### src/rtl/systolic_result_drain.sv
// systolic_result_drain: snapshots the N x N result matrix of the systolic
// array on a capture pulse and streams it out row-major, one word per beat,
// over a valid/ready interface with row/column tags and a last flag.
//
// state  | meaning
// IDLE   | no frame held; o_valid low, waiting for i_capture
// STREAM | frame held; presenting snap[o_row][o_col] until every beat drains

module systolic_result_drain #(
  parameter int N = 4,
  parameter int W = 32,
  localparam int IW = (N > 1) ? $clog2(N) : 1
) (
  input  logic                          i_clk,
  input  logic                          i_srst_n,
  input  logic                          i_capture,
  input  logic [N-1:0][N-1:0][W-1:0]    i_c,
  output logic                          o_valid,
  input  logic                          i_ready,
  output logic [W-1:0]                  o_data,
  output logic [IW-1:0]                 o_row,
  output logic [IW-1:0]                 o_col,
  output logic                          o_last,
  output logic                          o_busy,
  output logic                          o_overrun
);

  typedef enum logic {IDLE, STREAM} state_t;

  state_t                       state;
  logic [N-1:0][N-1:0][W-1:0]   snap;
  logic [IW-1:0]                nrow;
  logic [IW-1:0]                ncol;
  logic                         col_end;
  logic                         row_end;
  logic                         n_last;
  logic                         accept_cap;

  // Next beat indices and capture acceptance. A capture is taken in IDLE, or
  // on the edge where the final beat actually transfers so frames chain with
  // no bubble; any other capture while streaming is an overrun.
  always_comb begin
    col_end    = (o_col == IW'(N - 1));
    row_end    = (o_row == IW'(N - 1));
    ncol       = col_end ? '0 : o_col + IW'(1);
    nrow       = o_row;
    if (col_end) begin
      nrow = row_end ? '0 : o_row + IW'(1);
    end
    n_last     = (nrow == IW'(N - 1)) && (ncol == IW'(N - 1));
    accept_cap = i_capture && ((state == IDLE) || (i_ready && o_last));
  end

  // FSM, snapshot and all outputs; o_data is loaded only from registers so
  // nothing downstream sees a combinational path from i_c or i_ready.
  always_ff @(posedge i_clk) begin
    if (!i_srst_n) begin
      state     <= IDLE;
      snap      <= '0;
      o_valid   <= 1'b0;
      o_busy    <= 1'b0;
      o_overrun <= 1'b0;
      o_row     <= '0;
      o_col     <= '0;
      o_last    <= 1'b0;
      o_data    <= '0;
    end else if (accept_cap) begin
      state   <= STREAM;
      snap    <= i_c;
      o_row   <= '0;
      o_col   <= '0;
      o_data  <= i_c[0][0];
      o_last  <= (N == 1);
      o_valid <= 1'b1;
      o_busy  <= 1'b1;
    end else if (state == STREAM) begin
      if (i_capture) begin
        o_overrun <= 1'b1;
      end
      if (i_ready) begin
        if (o_last) begin
          state   <= IDLE;
          o_valid <= 1'b0;
          o_busy  <= 1'b0;
          o_last  <= 1'b0;
          o_row   <= '0;
          o_col   <= '0;
        end else begin
          o_row  <= nrow;
          o_col  <= ncol;
          o_data <= snap[nrow][ncol];
          o_last <= n_last;
        end
      end
    end
  end

endmodule

### config.mk
export PLATFORM = sky130hd
export DESIGN_NAME = systolic_result_drain
export DESIGN_NICKNAME = d
export VERILOG_FILES = /design/src/rtl/systolic_result_drain.sv
export SDC_FILE = /design/constraint.sdc
export NUM_CORES = 1
export LEC_CHECK = 0
export CORE_ASPECT_RATIO = 1.5
export CORE_UTILIZATION = 46
export CTS_BUF_LIST = sky130_fd_sc_hd__clkbuf_4 sky130_fd_sc_hd__clkbuf_8
export CTS_CLUSTER_SIZE = 25
export DETAILED_ROUTE_END_ITERATION = 8
export PLACE_DENSITY = 0.77
export SLEW_MARGIN = 20
export SYNTH_ARGS = -nofsm -noshare
export SYNTH_HDL_FRONTEND = slang
export SYNTH_SLANG_ARGS = --single-unit
### constraint.sdc
create_clock -name i_clk -period 6.1 [get_ports i_clk]
set_input_delay 1.22 -clock i_clk [delete_from_list [all_inputs] [get_ports i_clk]]
set_output_delay 1.22 -clock i_clk [all_outputs]
set_load 0.05 [all_outputs]
* Yosys cells after proc, flatten, opt, wreduce, memory -nomap -nowiden
Index checks and enable logic that the tools add are counted.
** Storage, ports and cells
- Flip-flop bits (word level) :: 552
- Latch bits :: 0
- Output and inout port bits :: 40
- Memory bits (writable) :: 0
- Memories :: 0
- Memory bits (read-only) :: 0
- Input port bits :: 516
** Cells by class
- $mul :: 0
- Shift-type cells :: 0
- Add/subtract/negate cells :: 2
- Equality and inequality tests :: 5
- Mux-type cells :: 22
- Div/mod/pow operators :: 0
- Reduce and logical (&&, ||, !) cells :: 12
- Order comparisons :: 2
- Bitwise logic cells :: 3
** Operators by type and width (number)
- binary-select mux 128 bit (select 2 bit) :: 1
- two-way mux 32 bit :: 5
- two-way mux 128 bit :: 1
- binary-select mux 32 bit (select 2 bit) :: 1
- two-way mux 2 bit :: 5
- two-way mux 1 bit :: 9
- AND reduction 3 bit :: 3
- equality test 2 bit (second input constant) :: 4
- < comparator 2 x 3 -> 1 bit (second input constant) :: 2
- nonzero test 2 bit :: 3
- adder 2 x 1 -> 2 bit (second input constant) :: 2
- logical AND 1 bit :: 3
- NOT 1 bit :: 3
- != test 2 x 1 -> 1 bit (second input constant) :: 1
- AND reduction 2 bit :: 1
- OR reduction 2 bit :: 1
- logical OR 1 bit :: 1

* Logic depth before layout (Yosys ltp)
- Word-level depth :: 11
- Mapped depth :: 10
- Depth with buffers taken out :: 7

* Least setup slack after synthesis
OpenSTA, ideal clock, no wires.
- Path kind :: reg2reg
- Start point :: register o_col[0]
- End point :: register o_data[10]
- Slack :: 3.476 ns
- Library setup time :: 0.136 ns
- Clock period less this slack :: 2.624 ns
- Cell stages (with the launch flop) :: 10
- Buffers on the path :: 2
- Arrival time :: 2.488 ns
- Required time :: 5.964 ns
- Cells stage by stage :: dfxtp_1 -> inv_1 -> ha_1 -> buf_2 -> clkinv_1 -> nor3_4 -> clkbuf_1 -> a2bb2oi_1 -> o221ai_1 -> o311ai_1
** On the way
- Cells in the longest elaborated chain, start to end :: 10
- Elaborated cells between the ends (all ways) :: 12
** RTL lines
- from (decl) :: RTL line 22 : output logic [IW-1:0] o_col,
- from (signal assigned) :: RTL line 90 : o_col <= ncol;
- equality test 2 bit :: RTL line 43 : col_end = (o_col == IW'(N - 1));
- two-way mux 2 bit :: RTL line 47 : if (col_end) begin
- binary-select mux 128 bit (select 2 bit) :: RTL line 91 : o_data <= snap[nrow][ncol];
- two-way mux 128 bit (implied by the code) :: RTL line 91
- binary-select mux 32 bit (select 2 bit) (*) :: RTL line 91
- two-way mux 32 bit (implied by the code) (*) :: RTL line 91
- two-way mux 32 bit (*) :: RTL line 81 : if (o_last) begin
- two-way mux 32 bit (*) :: RTL line 80 : if (i_ready) begin
- two-way mux 32 bit (*) :: RTL line 76 : end else if (state == STREAM) begin
- two-way mux 32 bit (*) :: RTL line 67 : end else if (accept_cap) begin
- to (signal assigned) :: RTL line 72 : o_data <= i_c[0][0];
- to (signal assigned) :: RTL line 91
- to (decl) :: RTL line 20 : output logic [W-1:0] o_data,
Mark *: on every way between the ends. The rest lies on a longest branch, timed or not. The select of a mux whose other input is x is not followed.
A chain may end at the register's enable or synchronous reset.

* Worst setup path in the final report
- Start point :: register o_row[0]
- End point :: register o_data[10]
** On the way
- Cells in the longest elaborated chain, start to end :: 11
- Elaborated cells between the ends (all ways) :: 12
** RTL lines
- from (decl) :: RTL line 21 : output logic [IW-1:0] o_row,
- from (signal assigned) :: RTL line 89 : o_row <= nrow;
- adder 2 x 1 -> 2 bit / equality test 2 bit (equally long branches) :: RTL line 48, 44
- two-way mux 2 bit :: RTL line 48 : nrow = row_end ? '0 : o_row + IW'(1);
- two-way mux 2 bit (*) :: RTL line 47
- binary-select mux 128 bit (select 2 bit) (*) :: RTL line 91
- two-way mux 128 bit (implied by the code) (*) :: RTL line 91
- binary-select mux 32 bit (select 2 bit) (*) :: RTL line 91
- two-way mux 32 bit (implied by the code) (*) :: RTL line 91
- two-way mux 32 bit (*) :: RTL line 81
- two-way mux 32 bit (*) :: RTL line 80
- two-way mux 32 bit (*) :: RTL line 76
- two-way mux 32 bit (*) :: RTL line 67
Marks and branches as above.

==> metrics.txt <==
Die ar. 0.0578 mm2; area leader, netlist dfxtp_1; crit path max fanout 50; #FFs+latches synth 552; Worst Path Arrival 4.79 ns; most common cell after layout, fill and taps aside nand2_1; vias in the first global route 25.1k; final antenna-violating net count 0; Final TNS setup 0 ns; TritonCTS clock tree built; outcome finished, violations left; GRT Overall Usage 0.394; Hold WS ~0.46 ns; CP Launch Type flip-flop; slowest CP cell a21oi_1; crit-path cells ha_1 -> or3b_4 -> buf_4 -> nand3_1 -> a21oi_1 -> o221ai_1 -> o311ai_1; num rows 106; Worst-Margin Slew 1.21 ns; total gr overflow 0; post-synthesis compound-gate area fraction 0.299; pre-CTS setup slack 2.05 ns; worst-skew pair later-pin latency 0.71 ns; Die Height a little under 300 um; pwr dens 259 mW/mm2; Via density 5.92; top routing layer used met5; Core Area roughly 0.056 mm2; nets@finish about 4.2k; Initial DRC Count 3,185; Post-DP HPWL 83,600 um; slowest stage delay, CP 0.96 ns; Seq/Total Area, Yosys 0.423; MaxCap Viol Count 0; CP delay by family, top compound AO/OA/AOI/OAI gates; Async SR Flop Fraction 0; met1 WL 41,500 um; Data required, critical path 6.71 ns; Post-synth top flop dfxtp_1; Bufs on Longest Clock Path 3; top cell type's share of synthesized area 0.423; post-synthesis xor/xnor area fraction 0; total number of vias 26.8k; CP Class reg -> reg; post-cts sizing count 0; Min-Delay Path Class reg -> reg; drt drc 4; worst path bufs/invs 1; first-pass GRT wire length 166,000 um; YS warnings 0; Post-Synth Simple-Gate Area 0.196; Starting Density 0.467; mean routed wirelength per cell 25.9 um; Leakage 12.3 nW; Met2 Wirelength 53,200 um; Mean Syn Cell Area 7.91 um2; RSZ-0062 raised after global routing false; synth top area cells dfxtp_1, nand2_1, a21boi_0; final period utilization 0.686; synth-to-layout area growth 29.6%; largest net degree at the start of global routing 273; mux cell area share after synthesis 0.0289; CTS sink cnt 552; CTS H-tree lvls 3; total wire length 117,000 um; dpl cells 4,355; Post-CTS Setup Inserts 0; post-route minimum period 4.18 ns; port bufs 555; Slew HR 0.196; Worst IR Drop VDD 0.155 mV; maximum clock frequency 0.239 GHz; Post-Syn Instances 3,305; die width 197 um; CTS Buf Count 87; failing checks design-rule violations; clock-pin slew on the worst setup and hold paths 0.07 ns; Root Buffer clkbuf_8; GP Congestion 1.16; setup ws final 1.92 ns; antenna violations before repair 23; io pins 556; Setup Viol. Count Final 0; hold buffer count at CTS 0; final-report hold violation count 0; commonest cells after routing, fill and taps aside nand2_1, clkdlybuf4s50_1, dfxtp_1; Post-Synth Adder-Cell Area 0.00144; EDFF count, synth 0; largest family of logic cells by synthesized area compound AO/OA/AOI/OAI gates; Non-Filler Instances between 4k and 5k; Critical Path Sink Type flip-flop; Yosys cell types 57; DR WL met3 between 10,000 and 15,000 um; max-slew violation count 0; ratio of cells with drive above 1 in the final layout 0.0764; Mapped Nets 3,824; clock skew after layout 0.0350 ns; Pre-antenna DRT Iters 9; post-synth design cell area 0.0262 mm2
-- registers in the layout (all words and copies together) (netlist names) --
register and cells:
o_overrun 1, o_col 2, state 1, o_data 32
snap 512, o_last 1, o_row 2, o_busy 1
-- worst paths after layout --
| kind | slack, ns | depth (start not counted) | to | startpoint |
|---|---|---|---|---|
| worst max-delay path | 1.92 | 7 | o_data[10] | o_row[0] |
| worst min-delay path | 0.46 | 2 | snap[398] | snap[398] |
| worst max register to register | 1.92 | 7 | o_data[10] | o_row[0] |
| worst min register to register | 0.46 | 2 | snap[398] | snap[398] |
-- where the power goes --
group | switching (mW) | internal [mW]
Clock | 1.56 | 1.98
Sequential | 0.186 | 3.81
Combinational | 0.649 | 0.596
Total | 2.40 | 6.39
-- worst reg2reg max path, cell delays in order, from the launching register on --
cell and delay, ns:
dfxtp_2 0.89, ha_1 0.63, or3b_4 0.47, buf_4 0.60
nand3_1 0.21, a21oi_1 0.96, o221ai_1 0.21, o311ai_1 0.11
-- cells in the mapped netlist (14+ instances only) --
cell type     n
nand2_1    1178
dfxtp_1     552
a21boi_0    515
clkbuf_1    147
buf_2       130
o21ai_0     111
a21oi_1      87
nand3_1      76
a2bb2oi_1    70
mux2_2       57
a22o_1       32
a211oi_1     31
a31oi_1      30
o21a_1       29
o221ai_1     28
o211ai_1     27
o2bb2ai_1    23
a222oi_1     20
buf_1        20
nor2_1       19
o311ai_1     14
-- routing by layer --
| layer | vias to the layer above | GRT usage |
|---|---|---|
| met5 | - | 0 |
| met4 | 10 | 0.324 |
| met3 | 437 | 0.100 |
| met2 | 1561 | 0.627 |
| met1 | 12600 | 0.445 |
| li1 | 12200 | - |
-- cell type report --
type | instances | area, um2
Sequential cell | 552 | 11100
Multi-Input combinational cell | 2441 | 13800
Tap cell | 756 | 946
Antenna cell | 18 | 45.0
Clock inverter | 12 | 136
Fill cell | 5215 | 22100
Timing Repair Buffer | 599 | 6020
Clock buffer | 146 | 1830
Inverter | 7 | 26.3
-- logic make-up after synthesis --
family	Yosys count
buf+inv	312
mux	67
compound gates	1069
simple gates	1302
flops	552
fa+ha+maj	3
-- through the flow --
step	total power [mW]	instance area, um2	utilization
after detailed placement	5.28	31900	0.570
after global routing	9.06	33900	0.605
after floorplan	4.60	26200	-
after global placement	5.27	31900	0.570
after CTS	8.78	33800	0.605
final	8.79	33900	0.606
Power figures use the tool's default switching activity.
